`src/rtl/rv_cluster_mem_arbiter.sv`:
```
// Round-robin arbiter between per-hart memory request ports and the single
// memory-controller port. One transaction is in flight at a time. A lock bit
// keeps the grant on one hart so an atomic read-modify-write pair stays together.
module rv_cluster_mem_arbiter #(
    parameter int N_HARTS = 2,
    parameter int ID_W    = 3
) (
    input  logic                   CLK,
    input  logic                   RST,
    input  logic [N_HARTS-1:0]     req_valid,
    output logic [N_HARTS-1:0]     req_ready,
    input  logic [32*N_HARTS-1:0]  req_addr,
    input  logic [32*N_HARTS-1:0]  req_wdata,
    input  logic [3*N_HARTS-1:0]   req_ctrl,
    input  logic [N_HARTS-1:0]     req_we,
    input  logic [N_HARTS-1:0]     req_lock,
    output logic                   mem_valid,
    input  logic                   mem_ready,
    output logic [31:0]            mem_addr,
    output logic [31:0]            mem_wdata,
    output logic [2:0]             mem_ctrl,
    output logic                   mem_we,
    input  logic                   mem_rvalid,
    input  logic [31:0]            mem_rdata,
    output logic [N_HARTS-1:0]     rsp_valid,
    output logic [31:0]            rsp_rdata,
    output logic [ID_W-1:0]        grant_id,
    output logic                   busy
);

    typedef enum logic [1:0] {
        IDLE     = 2'd0,
        ISSUE    = 2'd1,
        WAIT_RSP = 2'd2
    } state_t;

    state_t                state;
    logic [ID_W-1:0]       rr;
    logic                  lock_active;
    logic                  lock_q;

    logic                  sel_found;
    logic [ID_W-1:0]       sel_idx;
    logic [31:0]           sel_addr;
    logic [31:0]           sel_wdata;
    logic [2:0]            sel_ctrl;
    logic                  sel_we;
    logic                  sel_lock;
    logic [N_HARTS-1:0]    grant_onehot;

    // Pick the next hart: the locked hart only, or the first requester above rr, wrapping
    always_comb begin
        sel_found = 1'b0;
        sel_idx   = '0;
        if (lock_active) begin
            sel_idx = grant_id;
            for (int h = 0; h < N_HARTS; h++) begin
                if (ID_W'(h) == grant_id && req_valid[h]) begin
                    sel_found = 1'b1;
                end
            end
        end else begin
            for (int h = 0; h < N_HARTS; h++) begin
                if (!sel_found && req_valid[h] && h > int'(rr)) begin
                    sel_found = 1'b1;
                    sel_idx   = ID_W'(h);
                end
            end
            for (int h = 0; h < N_HARTS; h++) begin
                if (!sel_found && req_valid[h] && h <= int'(rr)) begin
                    sel_found = 1'b1;
                    sel_idx   = ID_W'(h);
                end
            end
        end
    end

    // Mux out the selected hart's request fields and build the one-hot strobes
    always_comb begin
        sel_addr     = '0;
        sel_wdata    = '0;
        sel_ctrl     = '0;
        sel_we       = 1'b0;
        sel_lock     = 1'b0;
        req_ready    = '0;
        grant_onehot = '0;
        for (int h = 0; h < N_HARTS; h++) begin
            if (ID_W'(h) == sel_idx) begin
                sel_addr     = req_addr[32*h +: 32];
                sel_wdata    = req_wdata[32*h +: 32];
                sel_ctrl     = req_ctrl[3*h +: 3];
                sel_we       = req_we[h];
                sel_lock     = req_lock[h];
                req_ready[h] = (state == IDLE) && sel_found;
            end
            grant_onehot[h] = (ID_W'(h) == grant_id);
        end
    end

    assign busy = (state != IDLE);

    // Grant, issue to memory, and return the response; a response in the
    // transfer cycle itself skips WAIT_RSP
    always_ff @(posedge CLK) begin
        if (RST) begin
            state       <= IDLE;
            rr          <= ID_W'(N_HARTS - 1);
            lock_active <= 1'b0;
            lock_q      <= 1'b0;
            grant_id    <= '0;
            mem_valid   <= 1'b0;
            mem_addr    <= '0;
            mem_wdata   <= '0;
            mem_ctrl    <= '0;
            mem_we      <= 1'b0;
            rsp_valid   <= '0;
            rsp_rdata   <= '0;
        end else begin
            rsp_valid <= '0;
            case (state)
                IDLE: begin
                    if (sel_found) begin
                        grant_id  <= sel_idx;
                        rr        <= sel_idx;
                        mem_addr  <= sel_addr;
                        mem_wdata <= sel_wdata;
                        mem_ctrl  <= sel_ctrl;
                        mem_we    <= sel_we;
                        lock_q    <= sel_lock;
                        mem_valid <= 1'b1;
                        state     <= ISSUE;
                    end
                end
                ISSUE: begin
                    if (mem_ready) begin
                        mem_valid <= 1'b0;
                        if (mem_rvalid) begin
                            rsp_rdata   <= mem_rdata;
                            rsp_valid   <= grant_onehot;
                            lock_active <= lock_q;
                            state       <= IDLE;
                        end else begin
                            state <= WAIT_RSP;
                        end
                    end
                end
                WAIT_RSP: begin
                    if (mem_rvalid) begin
                        rsp_rdata   <= mem_rdata;
                        rsp_valid   <= grant_onehot;
                        lock_active <= lock_q;
                        state       <= IDLE;
                    end
                end
                default: state <= IDLE;
            endcase
        end
    end

endmodule

```
`config.mk`:
```
export PLATFORM = sky130hd
export DESIGN_NAME = rv_cluster_mem_arbiter
export DESIGN_NICKNAME = d
export VERILOG_FILES = /design/src/rtl/rv_cluster_mem_arbiter.sv
export SDC_FILE = /design/constraint.sdc
export NUM_CORES = 1
export LEC_CHECK = 0
export ABC_CLOCK_PERIOD_IN_PS = 3700
export CELL_PAD_IN_SITES_DETAIL_PLACEMENT = 0
export CELL_PAD_IN_SITES_GLOBAL_PLACEMENT = 1
export CORE_MARGIN = 2
export CORE_UTILIZATION = 29
export DETAILED_ROUTE_END_ITERATION = 16
export PLACE_DENSITY_LB_ADDON = 0.1
export SETUP_SLACK_MARGIN = 0.4
export SYNTH_ARGS = -nofsm -noshare
export SYNTH_HDL_FRONTEND = slang
export SYNTH_SLANG_ARGS = --single-unit
export TNS_END_PERCENT = 100
```
`constraint.sdc`:
```
create_clock -name CLK -period 3.7 [get_ports CLK]
set_clock_uncertainty 0.2 [all_clocks]
set_input_delay 1.11 -clock CLK [delete_from_list [all_inputs] [get_ports CLK]]
set_output_delay 1.11 -clock CLK [all_outputs]
set_load 0.02 [all_outputs]
```
# --- After elaboration in Yosys (flattened, before gate mapping) ---
# Cells that the tools add are included.
classes:
  order_cmp: 2
  n_eq_ne: 7
  mux: 41
  n_reduce_logical: 19
op_table:
  columns: ["op", "n"]
  rows:
  - ["2-to-1 mux 32 bit", 6]
  - ["one-hot mux 32 bit (2 select lines)", 1]
  - ["2-to-1 mux 1 bit", 19]
  - ["2-to-1 mux 3 bit", 5]
  - ["2-to-1 mux 2 bit", 6]
  - ["logical AND 1 bit", 7]
  - ["equality test 1 x 3 -> 1 bit, first input constant", 2]
  - ["zero test 3 bit", 2]
  - ["!= test 2 bit, second input constant", 3]
  - ["one-hot mux 2 bit (3 select lines)", 1]
  - ["AND reduction 3 bit", 2]
  - ["nonzero test 2 bit", 3]
  - ["one-hot mux 1 bit (2 select lines)", 2]
  - ["one-hot mux 2 bit (2 select lines)", 1]
  - ["AND reduction 2 bit", 2]
  - ["greater-than comparator 1 x 3 -> 1 bit, first input constant", 1]
  - ["less-or-equal comparator 1 x 3 -> 1 bit, first input constant", 1]
  - ["equality test 2 x 1 -> 1 bit, second input constant", 1]
  - ["equality test 2 bit, second input constant", 1]
  - ["zero test 1 bit", 2]
  - ["zero test 2 bit", 1]
word_totals:
  register_bits: 113
  in_bits: 176
  out_inout_bits: 109
  word_cells: 81

# --- Longest topological paths before layout ---
logic_depth:
  depth_word: 16
  depth_mapped: 9
  ltp_nobuf: 7

# --- Worst setup path before layout ---
# Ideal clock, no wire load.
synth_path:
  path_type: "in2out"
  start: "in req_valid[1]"
  end: "out req_ready[1]"
  t_arrival_ns: 2.122
  required_ns: 2.390
  path_slack_ns: 0.268
  cell_stages: 4
  path_buffers: 0
  cell_sequence: "nor2b_1 -> o21a_1 -> or2_2 -> a21oi_1"
synth_between:
  elab_chain_len: 14
synth_lines:
  columns: ["item", "line_no", "rtl"]
  rows:
  - ["start, declared", "10", "input logic [N_HARTS-1:0] req_valid,"]
  - ["logical AND 1 bit", "64", "if (!sel_found && req_valid[h] && h > int'(rr)) begin"]
  - ["2-to-1 mux 1 bit", "64", null]
  - ["2-to-1 mux 1 bit", "55", "if (lock_active) begin"]
  - ["zero test 1 bit", "70", "if (!sel_found && req_valid[h] && h <= int'(rr)) begin"]
  - ["logical AND 1 bit", "70", null]
  - ["2-to-1 mux 1 bit", "70", null]
  - ["2-to-1 mux 1 bit", "55", null]
  - ["zero test 1 bit", "70", null]
  - ["logical AND 1 bit (2 in series)", "70", null]
  - ["2-to-1 mux 3 bit / 2-to-1 mux 1 bit (equally long branches)", "70", null]
  - ["2-to-1 mux 3 bit / 2-to-1 mux 1 bit (equally long branches)", "55", null]
  - ["equality test 1 x 3 -> 1 bit / logical AND 1 bit (equally long branches)", "88, 94", null]
  - ["2-to-1 mux 1 bit *", "88", "if (ID_W'(h) == sel_idx) begin"]
  - ["end, declared", "11", "output logic [N_HARTS-1:0] req_ready,"]
# Mark *: on every way between the ends. The rest lies on a longest branch, timed or not. The select of a mux whose other input is x is not followed.

# --- Final worst setup path ---
# Same ends and word-level chain as after synthesis.

==> summary.md <==
| Metric | Value |
|---|---|
| Category of the worst setup path launch point | `input pin` |
| Average wire length per cell after detail routing | `about 16 um` |
| Drc violations | `0` |
| Setup Fix Bufs, Post-CTS | `0` |
| Max Cap Viol | `0` |
| Depth of the CTS H-tree | `3` |
| Number of antenna violations at the first check in global routing | `1` |
| Largest net degree at the start of global routing | `104` |
| Clock-pin transition on the worst setup and hold timing paths | `0.07 ns` |
| Final #Nets | `1,040` |
| Post-layout total power | `3.39 mW` |
| CTS tree | `yes` |
| Final-report setup violation count | `0` |
| Final standard cell utilization of the core | `0.508` |
| Fraction of the cycle the final worst path needs | `0.891` |
| Kind of capture point of the worst setup path | `output port` |
| Crit path DAT | `1.99 ns` |
| Placed inst area | `8120 um2` |
| WP data required | `2.39 ns` |
| Internal power component | `2.37 mW` |
| Worst Tran Pin Value | `0.704 ns` |
| Avg Inst Size Synth | `8.29 um2` |
| Die ar. | `between 15,000 and 20,000 um2` |
| Core Rows | `47` |
| Switching part of the total | `0.300` |
| Distinct cells, synth | `37` |
| HPWL Detailed | `12.4 mm` |
| Worst vdd ir | `0.232 mV` |
| Logic pwr share | `0.300` |
| Layout area overhead | `69.7%` |
| Initial detailed-routing violation count | `123` |
| Mapped Cells | `~600` |
| Global route overflow | `0` |
| Die X-Extent | `135 um` |
| Commonest cells after routing, fill and taps aside | `279 x sky130_fd_sc_hd__clkdlybuf4s50_1, 139 x sky130_fd_sc_hd__nand2_1, 111 x sky130_fd_sc_hd__dfxtp_1` |
| Post-synth top area cell | `sky130_fd_sc_hd__dfxtp_1` |
| Core region area | `16,700 um2` |
| Y dimension of the die | `135 um` |
| Worst-case headroom to the max-slew limit | `0.531` |
| Wire length of the first global-routing pass | `26.6 mm` |
| Max-slew violation total from the final report | `0` |
| I/O pin total | `285` |
| Run status | `finished clean` |
| Hold-fix buffers, CTS | `0` |
| Initial Utilization | `0.299` |
| Clock power share | `0.293` |
| Flip-flop and latch count after synthesis | `111` |
| Net count after synthesis | `782` |
| Clock tree buffer depth | `2` |
| Number of nets still failing antenna checks after routing | `0` |
| Clock latency reported for the late side of the worst-skew pair | `0.34 ns` |
| Largest fanout on the critical path | `4` |
| Area contributors post-synth | `sky130_fd_sc_hd__dfxtp_1 44%, sky130_fd_sc_hd__nand4b_1 12%, sky130_fd_sc_hd__nand2_1 10%` |
| Total number of vias | `5,309` |
| Class of the most critical hold timing path | `flip-flop to flip-flop` |
| Switching component of the power | `1.02 mW` |
| Final standard cell area without fillers | `about 8500 um2` |
| Max frequency | `0.303 GHz` |
| Final Hold Vio Count | `0` |
| Setup CP Type | `input pin to output port` |
| Synth warn | `0` |
| Iteration count of the initial detailed-routing pass | `4` |
| Total wire length | `~17 mm` |
| Num Clock Sinks | `111` |
| CTS buffer count | `9` |
| Share of the yosys chip area belonging to registers | `0.445` |
| Share of Yosys cell area claimed by the top area cell type | `0.445` |
| PortBufs | `284` |
| Clock Root Buffer | `sky130_fd_sc_hd__clkbuf_16` |
| Final-layout worst hold slack | `0.255 ns` |
| Layout cells sized above 1 | `0.0647` |
| Global Route Usage Sum | `0.183` |
| Vias per inst | `4.88` |
| Min cycle time layout | `3.30 ns` |
| Sequential cell fraction of total power | `0.407` |
| Unrepaired setup endpoints after global routing | `yes` |
| Weighted congestion reported at the end of routability-driven placement | `0.829` |
| Ratio of total power to cell area | `between 300 and 400 nW/um2` |
| LEAKAGE | `2.88 nW` |
| Commonest non-fill, non-tap cell in the layout | `sky130_fd_sc_hd__clkdlybuf4s50_1` |
| Vias in the first global route | `~5,300` |
| Summed instance area of the synthesized netlist | `about 5000 um2` |
state kept, by name (all words and copies together), names as in the netlist:
register,flops
mem_addr,32
mem_wdata,32
rsp_rdata,32
grant_id,3
mem_ctrl,3
rsp_valid,2
state,2
lock_active,1
lock_q,1
mem_valid,1
mem_we,1
rr,1
routing by layer:
layer  vias up  track usage  routed length (um)
met1      2459        0.201                7060
met5         -            0                   0
li1       2625            -                   -
met2       196        0.322                8340
met4         0       0.0804                 480
met3        29       0.0602                1530
cells in the mapped netlist:
master and instances:
sky130_fd_sc_hd__nand2_1 139, sky130_fd_sc_hd__dfxtp_1 111, sky130_fd_sc_hd__inv_1 76, sky130_fd_sc_hd__nand4b_1 68
sky130_fd_sc_hd__o311ai_0 48, sky130_fd_sc_hd__clkbuf_1 40, sky130_fd_sc_hd__a21oi_1 37, sky130_fd_sc_hd__o311ai_1 20
sky130_fd_sc_hd__buf_2 12, sky130_fd_sc_hd__nor2_1 6, sky130_fd_sc_hd__buf_4 4, sky130_fd_sc_hd__and2_1 3
sky130_fd_sc_hd__ha_1 3, sky130_fd_sc_hd__nand2b_1 3, sky130_fd_sc_hd__nor2b_1 3, sky130_fd_sc_hd__or2_2 3
sky130_fd_sc_hd__a211oi_1 2, sky130_fd_sc_hd__buf_6 2, sky130_fd_sc_hd__nand3_1 2, sky130_fd_sc_hd__o21a_1 2
sky130_fd_sc_hd__o21ai_0 2, sky130_fd_sc_hd__o31ai_1 2, sky130_fd_sc_hd__a2111oi_0 1, sky130_fd_sc_hd__a211o_1 1
sky130_fd_sc_hd__a31oi_1 1, sky130_fd_sc_hd__buf_1 1, sky130_fd_sc_hd__nor3_1 1, sky130_fd_sc_hd__nor4_1 1
sky130_fd_sc_hd__nor4_4 1, sky130_fd_sc_hd__o21ai_1 1, sky130_fd_sc_hd__o21ba_2 1, sky130_fd_sc_hd__o21bai_1 1
sky130_fd_sc_hd__o221a_2 1, sky130_fd_sc_hd__o221ai_2 1, sky130_fd_sc_hd__o22ai_1 1, sky130_fd_sc_hd__or2_0 1
sky130_fd_sc_hd__or3_1 1
critical path: stages:
cell and delay (ns):
sky130_fd_sc_hd__buf_8 0.08, sky130_fd_sc_hd__nor2b_2 0.04, sky130_fd_sc_hd__o21a_1 0.21, sky130_fd_sc_hd__or2_4 0.29
sky130_fd_sc_hd__a21oi_4 0.13, sky130_fd_sc_hd__buf_6 0.13
power groups by stage:
stage / clock network (mW) / registers (mW) / logic, mW
3_5_place_dp: 0 / 1.40 / 1.02
6_report: 0.993 / 1.38 / 1.02
4_1_cts: 1.03 / 1.38 / 1.03
5_1_grt: 1.07 / 1.39 / 1.09
2_1_floorplan: 0 / 1.54 / 0.322
3_3_place_gp: 0 / 1.40 / 1.00
metrics by stage:
stage	TNS, ns	worst slack [ns]	std cells
6_report	0	0.404	1087
5_1_grt	0	0.390	1087
4_1_cts	0	0.421	1086
3_5_place_dp	-1.17	-0.607	1070
3_3_place_gp	-1.10	-0.570	1070
2_1_floorplan	0	0.410	603
final timing paths:
check | from | endpoint | slack, ns | cells past startpoint
worst max register to register | grant_id[1] | mem_addr[25] | 1.40 | 8
worst min-delay path | rsp_rdata[20] | rsp_rdata[20] | 0.25 | 2
worst min register to register | rsp_rdata[20] | rsp_rdata[20] | 0.25 | 2
worst max-delay path | req_valid[1] | req_ready[1] | 0.40 | 6
cell type report:
type | instances | area, um2
Antenna cell | 1 | 2.50
Clock buffer | 11 | 243
Clock inverter | 5 | 57.6
Inverter | 76 | 285
Multi-Input combinational cell | 357 | 2290
Sequential cell | 111 | 2220
Tap cell | 220 | 275
Timing Repair Buffer | 306 | 3100
Fill cell | 1588 | 8220
what timing repair did:
item                                   in CTS  in global routing
pin swaps                                   4                  2
resized for setup                          30                  3
endpoints found under the hold margin       0                  0
setup endpoints to repair                   2                  1
logic make-up after synthesis:
logic type	Yosys count	share of synthesized area
buffers and inverters	135	0.110
and+or+nand+nor	232	0.254
AOI/OAI and AO/OA	122	0.183
adders and majority gates	3	0.00751
DFF	111	0.445
Note: power is estimated with default switching activity, not from simulation.
